$ cat config.mk
export PLATFORM = sky130hd
export DESIGN_NAME = traffic_light_monitor
export DESIGN_NICKNAME = d
export VERILOG_FILES = /design/src/rtl/traffic_light_monitor.sv
export SDC_FILE = /design/constraint.sdc
export NUM_CORES = 1
export LEC_CHECK = 0
export ABC_AREA = 1
export CORE_ASPECT_RATIO = 0.7
export CORE_MARGIN = 5
export CORE_UTILIZATION = 34
export CTS_CLUSTER_DIAMETER = 40
export DETAILED_ROUTE_END_ITERATION = 8
export GPL_TIMING_DRIVEN = 0
export PLACE_DENSITY_LB_ADDON = 0.25
export SKIP_LAST_GASP = 1
export SYNTH_ARGS = -nofsm -noshare
export SYNTH_HDL_FRONTEND = slang
export SYNTH_SLANG_ARGS = --single-unit
$ cat constraint.sdc
create_clock -name clk -period 2.11 [get_ports clk]
set_input_delay 0.3165 -clock clk [delete_from_list [all_inputs] [get_ports clk]]
set_output_delay 0.3165 -clock clk [all_outputs]
set_load 0.02 [all_outputs]
$ cat src/rtl/traffic_light_monitor.sv
// Passive lamp-bus checker for the traffic light controller.
// Tracks phase/dwell and latches the first fault seen.
module traffic_light_monitor #(
  parameter int MIN_L0    = 10,
  parameter int MIN_L1    = 2,
  parameter int MIN_L2    = 8,
  parameter int MAX_DWELL = 200
) (
  input  logic       clk,
  input  logic       res_n,
  input  logic       en,
  input  logic [3:0] lamp,
  input  logic       clr,
  output logic [1:0] phase,
  output logic [7:0] dwell,
  output logic       fault,
  output logic [2:0] fault_code,
  output logic [7:0] fault_cnt
);

  localparam logic [3:0] L0 = 4'b1000;
  localparam logic [3:0] L1 = 4'b0100;
  localparam logic [3:0] L2 = 4'b0010;
  localparam logic [7:0] MIN0 = 8'(MIN_L0);
  localparam logic [7:0] MIN1 = 8'(MIN_L1);
  localparam logic [7:0] MIN2 = 8'(MIN_L2);
  localparam logic [7:0] MAXD_M1 = 8'(MAX_DWELL - 1);

  typedef enum logic {IDLE, RUN} state_t;

  state_t     state_q, state_d;
  logic [1:0] phase_d;
  logic [7:0] dwell_d;
  logic       ev;
  logic [2:0] ev_code;
  logic       is_ph;
  logic [1:0] ph;
  logic [7:0] min_sel;
  logic       step_ok;

  always_comb begin
    is_ph = 1'b1;
    ph    = 2'd0;
    unique case (1'b1)
      (lamp == L0): ph = 2'd0;
      (lamp == L1): ph = 2'd1;
      (lamp == L2): ph = 2'd2;
      default:      is_ph = 1'b0;
    endcase
  end

  always_comb begin
    min_sel = MIN0;
    unique case (1'b1)
      (phase == 2'd1): min_sel = MIN1;
      (phase == 2'd2): min_sel = MIN2;
      default:         min_sel = MIN0;
    endcase
  end

  // Any phase may drop to L0; otherwise only one step forward.
  assign step_ok = (ph == 2'd0) || (ph == phase + 2'd1);

  always_comb begin
    state_d = state_q;
    phase_d = phase;
    dwell_d = dwell;
    ev      = 1'b0;
    ev_code = 3'd0;
    unique case (state_q)
      IDLE: begin
        if (en) begin
          if (is_ph) begin
            state_d = RUN;
            phase_d = ph;
            dwell_d = 8'd1;
          end else begin
            ev      = 1'b1;
            ev_code = 3'd1;
          end
        end
      end
      RUN: begin
        if (!en) begin
          state_d = IDLE;
          phase_d = 2'd3;
          dwell_d = 8'd0;
        end else if (!is_ph) begin
          ev      = 1'b1;
          ev_code = 3'd1;
          state_d = IDLE;
          phase_d = 2'd3;
          dwell_d = 8'd0;
        end else if (ph == phase) begin
          if (dwell != 8'hff) dwell_d = dwell + 8'd1;
          if (dwell == MAXD_M1) begin
            ev      = 1'b1;
            ev_code = 3'd4;
          end
        end else begin
          phase_d = ph;
          dwell_d = 8'd1;
          if (!step_ok) begin
            ev      = 1'b1;
            ev_code = 3'd2;
          end else if (ph != 2'd0 && dwell < min_sel) begin
            ev      = 1'b1;
            ev_code = 3'd3;
          end
        end
      end
      default: state_d = IDLE;
    endcase
  end

  always_ff @(posedge clk or negedge res_n) begin
    if (!res_n) begin
      state_q    <= IDLE;
      phase      <= 2'd3;
      dwell      <= 8'd0;
      fault      <= 1'b0;
      fault_code <= 3'd0;
      fault_cnt  <= 8'd0;
    end else begin
      state_q <= state_d;
      phase   <= phase_d;
      dwell   <= dwell_d;
      if (ev) begin
        fault <= 1'b1;
        if (clr || fault_code == 3'd0) fault_code <= ev_code;
        if (clr) fault_cnt <= 8'd1;
        else if (fault_cnt != 8'hff) fault_cnt <= fault_cnt + 8'd1;
      end else if (clr) begin
        fault      <= 1'b0;
        fault_code <= 3'd0;
        fault_cnt  <= 8'd0;
      end
    end
  end

endmodule

# Word level (Yosys, flattened, before mapping)
# Cells that the tools add are included.
word_totals:
  ff_bits: 23
  word_cells: 84
op_classes:
  n_addsub: 3
  magnitude_cmp: 1
  n_eq_ne: 15
  mux: 45
  n_bitwise: 1
  n_reduce_logical: 13
ops:
  columns: ["operator", "n"]
  rows:
  - ["8-bit 2-to-1 mux", 10]
  - ["3-bit 2-to-1 mux", 7]
  - ["8-bit by 1-bit adder with 8-bit output, second input constant", 2]
  - ["8-bit != test, second input constant", 2]
  - ["8-bit case mux with 2 select lines", 1]
  - ["1-bit 2-to-1 mux", 15]
  - ["2-bit 2-to-1 mux", 7]
  - ["8-bit equality test, second input constant", 1]
  - ["8-bit < comparator", 1]
  - ["2-bit case mux with 2 select lines", 2]
  - ["4-bit case mux with 2 select lines", 1]
  - ["3-bit case mux with 2 select lines", 1]
  - ["3-bit AND reduction", 2]
  - ["2-bit nonzero test", 3]
  - ["5-bit by 4-bit != test with 1-bit output, second input constant", 1]
  - ["2-bit equality test", 2]
  - ["4-bit by 2-bit equality test with 1-bit output, second input constant", 1]
  - ["4-bit by 3-bit equality test with 1-bit output, second input constant", 1]
  - ["4-bit equality test, second input constant", 1]
  - ["2-bit != test, second input constant", 2]
  - ["4-bit != test, second input constant", 1]
  - ["2-bit AND reduction", 2]
  - ["3-bit logical NOT", 1]
  - ["3-bit OR reduction", 1]
  - ["9 further kinds", 10]

# Depth between registers and ports, before layout
# Gate-level depths: netlist of the first run.
logic_depth:
  ltp_word: 12
  depth_mapped: 17

# Worst setup path after synthesis of the first run
# OpenSTA, ideal clock, no wires.
synth_path:
  path_kind: "flip-flop to flip-flop"
  start: "register phase[1]"
  end: "register fault_cnt[3]"
  setup_time_ps: 118
  arrival_time_ps: 1941
  slack_ps: 51
  path_stages_with_launch: 16
  path_buffers: 0
  period_less_slack_ps: 2059
  cell_sequence: "dfstp_2 -> inv_1 -> ha_1 -> ha_1 -> nor3_1 -> nand3_1 -> nand2_1 -> nand2_1 -> nand2_1 -> nand2_1 -> nand2_2 -> nand2_2 -> nand2_2 -> nand2_2 -> nand2_1 -> nand2_1"
synth_via:
  elab_chain_cells: 12
synth_lines:
  columns: ["item", "line_no", "rtl"]
  rows:
  - ["start, declared", "14", "output logic [1:0] phase,"]
  - ["start signal, assigned", "126", "phase <= phase_d;"]
  - ["2-bit equality test / 2-bit by 1-bit equality test with 1-bit output (equally long branches)", "56, 55", null]
  - ["4-bit case mux with 2 select lines", "54", "unique case (1'b1)"]
  - ["8-bit < comparator", "106", "end else if (ph != 2'd0 && dwell < min_sel) begin"]
  - ["1-bit logical AND", "106", null]
  - ["1-bit 2-to-1 mux", "106", null]
  - ["1-bit 2-to-1 mux", "103", "if (!step_ok) begin"]
  - ["1-bit 2-to-1 mux *", "94", "end else if (ph == phase) begin"]
  - ["1-bit 2-to-1 mux *", "88", "end else if (!is_ph) begin"]
  - ["1-bit 2-to-1 mux *", "84", "if (!en) begin"]
  - ["1-bit case mux with 2 select lines *", "70", "unique case (state_q)"]
  - ["2-bit nonzero test (no source line)", null, null]
  - ["2-bit AND reduction (no source line)", null, null]
  - ["end signal, assigned", "132", "else if (fault_cnt != 8'hff) fault_cnt <= fault_cnt + 8'd1;"]
  - ["end, declared", "18", "output logic [7:0] fault_cnt"]
# Every way passes the cells marked *; elsewhere a longest branch is shown, timed or not.
# A chain may end at the register's enable or synchronous reset.

# Final worst setup path of the first run
layout_path:
  start: "register phase[0]"
  end: "register fault_cnt[4]"
# Same word-level chain as after synthesis.

==> impl_metrics.env, run 1 <==
export IMPL_outcome="finished clean"
export IMPL_fp_dieArea_um2=6200
export IMPL_cts_sinks=23
export IMPL_fmax_mhz=497
export IMPL_initial_core_util_pct=35.9
export IMPL_areaGrowthSynthToFinish_pct=36.2
export IMPL_cts_clk_slew_worst_paths_ns=0.09
export IMPL_wl_um=3790
export IMPL_grt_antenna_before_repair=0
export IMPL_vias_per_cell=4.67
export IMPL_synth_edf_count=0
export IMPL_fin_area_um2=2180
export IMPL_track_usage_pct=11.9
export IMPL_reg2reg_depth=14
export IMPL_synth_area_leaders="dfrtp_1 33%, nand2_1 15%, inv_1 5.9%"
export IMPL_p_int_mw=0.792
export IMPL_worstPathArrival_ns=2.23
export IMPL_yosysMostFrequentCell="nand2_1"
export IMPL_total_power_mw=1.19
export IMPL_finalSetupViolations=0
export IMPL_cts_inserted_buffers=3
export IMPL_synth_seq_area_share_pct=36.1
export IMPL_dr_pass1_iters=4
export IMPL_syn_area_per_cell_um2=7.62
export IMPL_maxSlewViolCount=0
export IMPL_synth_main_ff_cell="dfrtp_1"
export IMPL_cts_root_buffer="clkbuf_8"
export IMPL_fp_coreArea_um2=4450
export IMPL_htreeDepth=1
export IMPL_p_sw_share_pct=33.4
export IMPL_wl_per_cell_um=12.2
export IMPL_hold_path_cell_count=3
export IMPL_vdd_drop_max_mv=0.369
export IMPL_diodes=0
export IMPL_power_frac_comb_pct=33.7
export IMPL_pre_cts_slack_ns=-0.172
export IMPL_setup_ws_ns=0.0964
export IMPL_grt_overflow=0
export IMPL_async_reset_ff_share_pct=100
export IMPL_tightest_slew_ns=1.03
export IMPL_via_count=1447
export IMPL_rows=20
export IMPL_timing_final_crit_share_pct=95.4
export IMPL_startpoint_type="flip-flop"
export IMPL_p_leak_nw=1.07
export IMPL_yosysWarnings=0
export IMPL_crit_path_end_kind="flip-flop"
export IMPL_drive_above_1_share_pct=23.9
export IMPL_power_net_switching_mw=0.397
export IMPL_tritoncts="yes"
export IMPL_synth_area_leader_cell="dfrtp_1"
export IMPL_first_global_vias=1243
export IMPL_ys_top_cells_by_count="63 x nand2_1, 25 x inv_1, 21 x dfrtp_1"
export IMPL_drtAntennaViolNets=0
export IMPL_drc_errors=0
export IMPL_power_frac_seq_pct=42.1
export IMPL_cap_viol_max_count=0
export IMPL_io_pins=30
export IMPL_gp_congestion=0.789
export IMPL_syn_nets=223
export IMPL_synth_top_cell_area_share_pct=32.8
export IMPL_synthCells=210
export IMPL_critical_path_class="reg -> reg"
export IMPL_synthDistinctLibCells=32
export IMPL_skew_ns=0.00221
export IMPL_final_hold_viol_count=0
export IMPL_finalCriticalPeriod_ns=2.01
export IMPL_drtIter0Drc=56
export IMPL_slew_headroom_pct=31.4
export IMPL_cp_max_fo=7
export IMPL_synth_seq_cells=23
export IMPL_worstPathRequired_ns=2.33
export IMPL_grt_pass1_wl_um=5890
export IMPL_syn_area_um2=1600
export IMPL_die_h_um=67.4
export IMPL_p_per_area_nw_per_um2=545
export IMPL_cts_path_max_buffers=2
export IMPL_clock_latency_ns=0.27
export IMPL_clkPwrFrac_pct=24.2
export IMPL_hp_class="in -> reg"
export IMPL_hpwl_um=2680
export IMPL_grt_max_degree=24
export IMPL_fp_dieW_um=92
export IMPL_io_buffers=28
export IMPL_final_nets=269
export IMPL_placed_cell_area_um2=1950
## logic make-up (layout without fill, tap and decap cells)
group,after synthesis,in the layout,share of synthesized area [%]
DFF,23,23,36.1
buffers and inverters,32,77,11.0
and+or+nand+nor,129,129,38.2
xor gates and xnor gates,9,9,5.40
adders and majority gates,5,5,3.91
AOI/OAI and AO/OA,12,12,5.39
## path summary, 6_finish.rpt
kind / slack, ns / startpoint / to
worst max-delay path: 0.1 / phase[0]$_DFFE_PN1P_ / fault_cnt[4]$_DFFE_PN0P_
worst min-delay path: 0.38 / en / dwell[2]$_DFFE_PN0P_
worst max register to register: 0.1 / phase[0]$_DFFE_PN1P_ / fault_cnt[4]$_DFFE_PN0P_
worst min register to register: 0.50 / fault$_DFFE_PN0P_ / fault$_DFFE_PN0P_
max in group asynchronous: 0.89 / res_n / fault_code[2]$_DFFE_PN0P_
min in group asynchronous: 0.60 / res_n / dwell[5]$_DFFE_PN0P_
## cell type report
class,count,area (um^2)
well taps,55,68.8
multi-input cells,155,925
clock buffers,3,41.3
repair buffers,41,385
flip-flops and latches,23,578
inverters,28,108
clock inverters,1,5.00
plain buffers,4,68.8
fillers,426,2270
## per-stage QoR
| stage | hold WS [ns] | TNS [ns] | instances | util [%] |
|---|---|---|---|---|
| floorplan | 0.0209 | 0 | 210 | - |
| CTS | 0.371 | 0 | 298 | 45.1 |
| global placement | 0.482 | -2.42 | 293 | 43.8 |
| detailed placement | 0.473 | -2.37 | 293 | 43.8 |
| global route | 0.379 | -0.483 | 310 | 48.9 |
| finish | 0.376 | 0 | 310 | 48.9 |
## flip-flops by register name, indices dropped and copies added (netlist names)
name and flops:
phase 2, state_q 1, fault 1, fault_cnt 8, fault_code 3, dwell 8
## power groups by stage
stage | registers (mW) | logic (mW) | clock network, mW
floorplan | 0.540 | 0.160 | 0
global placement | 0.513 | 0.297 | 0
detailed placement | 0.514 | 0.297 | 0
CTS | 0.499 | 0.312 | 0.287
global route | 0.505 | 0.438 | 0.313
finish | 0.501 | 0.400 | 0.288
## metal layers
metal / vias to the layer above / GRT usage [%] / wire length, um
li1: 752 / - / -
met1: 663 / 18.1 / 2030
met2: 26 / 16.7 / 1550
met3: 6 / 3.23 / 161
met4: 0 / 2.22 / 40
met5: - / 0 / 0
## timing repair
item	CTS	global route
endpoints found under the setup margin	8	15
pin swaps	0	17
setup buffers	1	12
hold buffers	0	0
resized for setup	1	18
## worst max-delay path: stages (launching register included)
cell and delay, ns:
dfstp_2 0.56, buf_6 0.11, ha_4 0.14, ha_4 0.18
o21ai_1 0.06, nand3_1 0.10, nand2_1 0.08, nand2_2 0.06
nand2_1 0.06, nand2_1 0.06, nand2_2 0.10, nand2_4 0.09
nor2_4 0.21, nand2_1 0.08, nand2_1 0.07
## placed cells by master (no fill, tap or decap), drive strengths merged
cell / count
buf: 15
nand2: 76
o21ai: 8
clkdlybuf4s50: 28
or2: 2
nor3: 4
nor4: 1
bufbuf: 1
inv: 28
clkinv: 1
dfrtp: 21
nor2: 22
o31ai: 1
a22oi: 2
ha: 5
dfstp: 2
clkbuf: 4
xor2: 9
nand3b: 2
nor3b: 1
a31o: 1
nand4: 8
nand3: 13
No activity file was read; power rests on OpenSTA's default activity.
==> inputs of run 2 (changes only) <==
--- a/config.mk
+++ b/config.mk
@@ -6,6 +6,7 @@
 export NUM_CORES = 1
 export LEC_CHECK = 0
 export ABC_AREA = 1
+export CAP_MARGIN = 40
 export CORE_ASPECT_RATIO = 0.7
 export CORE_MARGIN = 5
 export CORE_UTILIZATION = 34
==> impl_metrics.env, run 2 (synthesis results as in run 1) <==
export IMPL_startpoint_type="input pin"
export IMPL_cap_viol_max_count=0
export IMPL_clkPwrFrac_pct=23.2
export IMPL_wl_um=3870
export IMPL_path_common_cell="nand2_1"
export IMPL_tritoncts="yes"
export IMPL_fp_coreArea_um2=4450
export IMPL_p_per_area_nw_per_um2=539
export IMPL_gp_congestion=0.789
export IMPL_fin_area_um2=2170
export IMPL_cp_slowest_cell="clkdlybuf4s50_1"
export IMPL_slew_headroom_pct=74.0
export IMPL_io_buffers=28
export IMPL_use_met1_pct=18.6
export IMPL_skew_ns=0.00349
export IMPL_rsz0062_at_grt="true"
export IMPL_wl_per_cell_um=12.6
export IMPL_track_usage_pct=12.0
export IMPL_cp_max_fo=10
export IMPL_p_leak_nw=1.07
export IMPL_tns_ns=0
export IMPL_crit_chain="clkdlybuf4s50_1, nor2_2, nand2_2, xor2_2, nand2_4, inv_2, nand2_1, nand2_1, nand2_1, nand2_2, nand2_4, nor2_4, nand2_1, nand2_1"
export IMPL_fp_dieArea_um2=6200
export IMPL_crit_path_end_kind="flip-flop"
export IMPL_areaGrowthSynthToFinish_pct=35.7
export IMPL_vdd_drop_max_mv=0.323
export IMPL_p_int_mw=0.786
export IMPL_grt_max_degree=19
export IMPL_drtIter0Drc=129
export IMPL_vias_per_cell=4.66
export IMPL_critical_path_class="in -> reg"
export IMPL_drc_errors=0
export IMPL_finalCriticalPeriod_ns=2.04
export IMPL_finalSetupViolations=0
export IMPL_power_frac_seq_pct=42.9
export IMPL_htreeDepth=1
export IMPL_cts_inserted_buffers=3
export IMPL_final_core_util_pct=48.7
export IMPL_drtAntennaViolNets=0
export IMPL_worstPathRequired_ns=2.32
export IMPL_worstPathArrival_ns=2.25
export IMPL_outcome="finished clean"
export IMPL_final_hold_viol_count=0
export IMPL_layout_common_cells="62 x nand2_1, 28 x clkdlybuf4s50_1, 22 x inv_1"
export IMPL_initial_core_util_pct=35.9
export IMPL_cp_top_family="simple AND/OR/NAND/NOR gates"
export IMPL_grt_overflow=0
export IMPL_grt_pass1_wl_um=5970
export IMPL_cts_clk_slew_worst_paths_ns=0.08
export IMPL_tightest_slew_ns=0.386
export IMPL_maxSlewViolCount=0
export IMPL_diodes=0
export IMPL_final_cells=308
export IMPL_clock_latency_ns=0.26
export IMPL_fp_dieW_um=92
export IMPL_top_usage_layer="met1"
export IMPL_final_nets=267
export IMPL_met2_usage_pct=16.0
export IMPL_io_pins=30
export IMPL_p_sw_share_pct=32.8
export IMPL_hp_class="in -> async"
export IMPL_rows=20
export IMPL_timing_final_crit_share_pct=96.6
export IMPL_die_h_um=67.4
export IMPL_cts_root_buffer="clkbuf_8"
export IMPL_reg_top3="dwell: 8 flops, fault_cnt: 8 flops, fault_code: 3 flops"
export IMPL_power_frac_comb_pct=33.8
export IMPL_grt_antenna_before_repair=0
export IMPL_fmax_mhz=490
export IMPL_dp_cells=294
export IMPL_slowest_delay_ns=0.48
export IMPL_cts_sinks=23
export IMPL_use_met3_pct=3.56
export IMPL_placed_cell_area_um2=1960
export IMPL_worst_path_buf_inv=2
export IMPL_first_global_vias=1241
export IMPL_mostFrequentLayoutCell="nand2_1"
export IMPL_drive_above_1_share_pct=23.3
export IMPL_power_net_switching_mw=0.383
export IMPL_dr_pass1_iters=4
export IMPL_hpwl_um=2700
export IMPL_via_count=1434
export IMPL_cts_path_max_buffers=2
-- run 2: layout make-up --
class	instances	area, um^2
plain buffers	4	68.8
clock buffers	3	41.3
clock inverters	1	5.00
fillers	426	2280
inverters	28	108
multi-input cells	155	923
flip-flops and latches	23	578
well taps	55	68.8
repair buffers	39	378
-- run 2: layer usage --
layer	routed length (um)	share of wire (%)
met1	2000	52
met3	189	4.9
met5	0	0
met2	1640	42
met4	37	0.96
-- run 2: worst register-to-register path, stage by stage (launching register included) --
cell	delay, ns
dfrtp_1	0.47
ha_1	0.20
nand2_1	0.11
nor4_2	0.42
nand2_1	0.09
nand2_1	0.06
nand2_1	0.06
nand2_2	0.09
nand2_4	0.09
nor2_4	0.22
nand2_1	0.08
nand2_1	0.06
-- run 2: power by group through the flow --
stage | clock [mW] | sequential [mW] | combinational, mW
after CTS | 0.287 | 0.499 | 0.315
after global routing | 0.305 | 0.507 | 0.431
after global placement | 0 | 0.513 | 0.297
final | 0.272 | 0.502 | 0.396
after detailed placement | 0 | 0.513 | 0.300
after floorplan | 0 | 0.540 | 0.160
-- run 2: stage by stage --
step,total power [mW],hold slack [ns],setup WS (ns)
finish,1.17,0.304,0.0708
global placement,0.810,0.482,-0.184
detailed placement,0.814,0.473,-0.172
floorplan,0.700,0.0209,0.0515
global route,1.24,0.322,-0.0747
CTS,1.10,0.314,0.00766
-- run 2: final timing paths --
check	startpoint	endpoint	slack [ns]	cells after the start
worst min-delay path	res_n	dwell[5]$_DFFE_PN0P_	0.30	1
worst max register to register	dwell[0]$_DFFE_PN0P_	fault_cnt[4]$_DFFE_PN0P_	0.09	11
min in group clk	en	dwell[2]$_DFFE_PN0P_	0.38	3
worst min register to register	fault$_DFFE_PN0P_	fault$_DFFE_PN0P_	0.50	2
max in group asynchronous	res_n	phase[0]$_DFFE_PN1P_	1.30	2
worst max-delay path	lamp[3]	fault_cnt[4]$_DFFE_PN0P_	0.07	14
-- run 2: what timing repair did --
item,in CTS,in global routing
hold buffers,0,0
setup buffers,1,9
pin swaps,0,18
resized for setup,1,18
setup endpoints to repair,8,16
hold endpoints to repair,0,0
==> inputs of run 3 (changes only) <==
--- a/config.mk
+++ b/config.mk
@@ -6,12 +6,14 @@
 export NUM_CORES = 1
 export LEC_CHECK = 0
 export ABC_AREA = 1
+export ABC_CLOCK_PERIOD_IN_PS = 2110
 export CAP_MARGIN = 40
-export CORE_ASPECT_RATIO = 0.7
+export CORE_ASPECT_RATIO = 1.4
 export CORE_MARGIN = 5
 export CORE_UTILIZATION = 34
 export CTS_CLUSTER_DIAMETER = 40
 export DETAILED_ROUTE_END_ITERATION = 8
+export GPL_ROUTABILITY_DRIVEN = 0
 export GPL_TIMING_DRIVEN = 0
 export PLACE_DENSITY_LB_ADDON = 0.25
 export SKIP_LAST_GASP = 1
==> impl_metrics.env, run 3 (synthesis results as in run 1) <==
export IMPL_drtIter0Drc=52
export IMPL_clock_latency_ns=0.26
export IMPL_worstPathArrival_ns=2.19
export IMPL_drc_errors=0
export IMPL_fp_dieW_um=68.0
export IMPL_hp_class="in -> async"
export IMPL_cp_max_fo=7
export IMPL_p_per_area_nw_per_um2=529
export IMPL_via_count=1450
export IMPL_tritoncts="yes"
export IMPL_grt_antenna_before_repair=0
export IMPL_reg_top3="dwell: 8 flops, fault_cnt: 8 flops, fault_code: 3 flops"
export IMPL_cts_path_max_buffers=2
export IMPL_slowest_delay_ns=0.60
export IMPL_final_hold_viol_count=0
export IMPL_diodes=0
export IMPL_fmax_mhz=492
export IMPL_crit_chain="inv_2, ha_4, inv_2, nand3_2, nand2_2, nand2_1, nand2_1, nand2_1, nand2_1, nand2_1, nand2_1, nand2_2, nand2_4, nand2_4, nand2_8, nand2_2, nand2_1"
export IMPL_finalSetupViolations=0
export IMPL_vdd_drop_max_mv=0.318
export IMPL_areaGrowthSynthToFinish_pct=36.7
export IMPL_p_leak_nw=1.06
export IMPL_critical_path_class="reg -> reg"
export IMPL_first_global_vias=1395
export IMPL_mostFrequentLayoutCell="nand2_1"
export IMPL_vias_per_cell=4.63
export IMPL_fp_dieArea_um2=6200
export IMPL_fp_coreArea_um2=4540
export IMPL_cp_slowest_cell="dfstp_2"
export IMPL_maxSlewViolCount=0
export IMPL_die_h_um=91.2
export IMPL_rows=29
export IMPL_drive_above_1_share_pct=24.3
export IMPL_rsz0062_at_grt="true"
export IMPL_finalCriticalPeriod_ns=2.03
export IMPL_cp_top_family="simple AND/OR/NAND/NOR gates"
export IMPL_outcome="finished clean"
export IMPL_wl_um=3700
export IMPL_grt_pass1_wl_um=6190
export IMPL_reg2reg_slack_ns=0.08
export IMPL_worst_path_buf_inv=2
export IMPL_io_buffers=28
export IMPL_r2r_start="phase[0]$_DFFE_PN1P_"
export IMPL_pre_cts_slack_ns=-0.206
export IMPL_final_nets=265
export IMPL_path_common_cell="nand2_1"
export IMPL_initial_core_util_pct=35.3
export IMPL_cts_root_buffer="clkbuf_8"
export IMPL_setup_ws_ns=0.0792
export IMPL_tns_ns=0
export IMPL_hpwl_um=2740
export IMPL_layout_common_cells="57 x nand2_1, 28 x clkdlybuf4s50_1, 22 x inv_1"
export IMPL_cts_sinks=23
export IMPL_timing_final_crit_share_pct=96.2
export IMPL_grt_max_degree=18
export IMPL_crit_path_end_kind="flip-flop"
export IMPL_skew_ns=0.00256
export IMPL_slew_headroom_pct=71.5
export IMPL_tightest_slew_ns=0.423
export IMPL_io_pins=30
export IMPL_drtAntennaViolNets=0
export IMPL_track_usage_pct=12.5
export IMPL_cts_clk_slew_worst_paths_ns=0.08
export IMPL_htreeDepth=1
export IMPL_startpoint_type="flip-flop"
export IMPL_cap_viol_max_count=0
export IMPL_dr_pass1_iters=5
export IMPL_cp_depth=17
export IMPL_worstPathRequired_ns=2.27
export IMPL_worstReg2RegEnd="fault_cnt[7]$_DFFE_PN0P_"
export IMPL_reg2reg_depth=17
export IMPL_grt_overflow=0
export IMPL_wl_per_cell_um=11.8
export IMPL_cts_inserted_buffers=3
[run 3: layer usage]
| layer | vias up | routed length [um] | global-route usage [%] |
|---|---|---|---|
| met1 | 670 | 1530 | 14.7 |
| met2 | 33 | 1980 | 22.8 |
| met5 | - | 0 | 0 |
| met4 | 0 | 29 | 3.15 |
| li1 | 743 | - | - |
| met3 | 4 | 155 | 1.73 |
[run 3: layout make-up]
class | count | area [um^2]
plain buffers | 4 | 68.8
clock buffers | 4 | 45.0
fillers | 468 | 2350
inverters | 28 | 108
multi-input cells | 155 | 937
flip-flops and latches | 23 | 579
well taps | 62 | 77.6
repair buffers | 37 | 372
[run 3: power by group]
group / switching [mW] / internal [mW] / total (mW)
combinational: 0.204 / 0.170 / 0.374
clock: 0.142 / 0.135 / 0.276
sequential: 0.0325 / 0.474 / 0.507
[run 3: worst max-delay path by stage]
stage	to	slack, ns	startpoint
after global routing	fault_cnt[7]$_DFFE_PN0P_	-0.11	phase[0]$_DFFE_PN1P_
final	fault_cnt[7]$_DFFE_PN0P_	0.08	phase[0]$_DFFE_PN1P_
after floorplan	fault_cnt[3]$_DFFE_PN0P_	0.05	phase[1]$_DFFE_PN1P_
after detailed placement	fault_cnt[2]$_DFFE_PN0P_	-0.21	lamp[3]
after global placement	fault_cnt[1]$_DFFE_PN0P_	-0.19	lamp[3]
after CTS	fault_cnt[2]$_DFFE_PN0P_	0.01	phase[1]$_DFFE_PN1P_
[run 3: stage by stage]
step	utilization [%]	hold WS [ns]	instance area, um^2	total power [mW]	cells
floorplan	-	0.0209	1600	0.700	210
global placement	43.2	0.471	1960	0.816	300
detailed placement	43.8	0.470	1990	0.824	301
CTS	45.4	0.365	2060	1.12	306
global route	48.2	0.392	2190	1.22	313
finish	48.2	0.354	2190	1.16	313
[run 3: repair_timing]
| action | 4_1_cts | 5_1_grt |
|---|---|---|
| gates resized for setup | 4 | 20 |
| hold buffers | 0 | 0 |
| setup buffers | 1 | 7 |
| endpoints found under the setup margin | 9 | 16 |
| pin swaps | 2 | 18 |
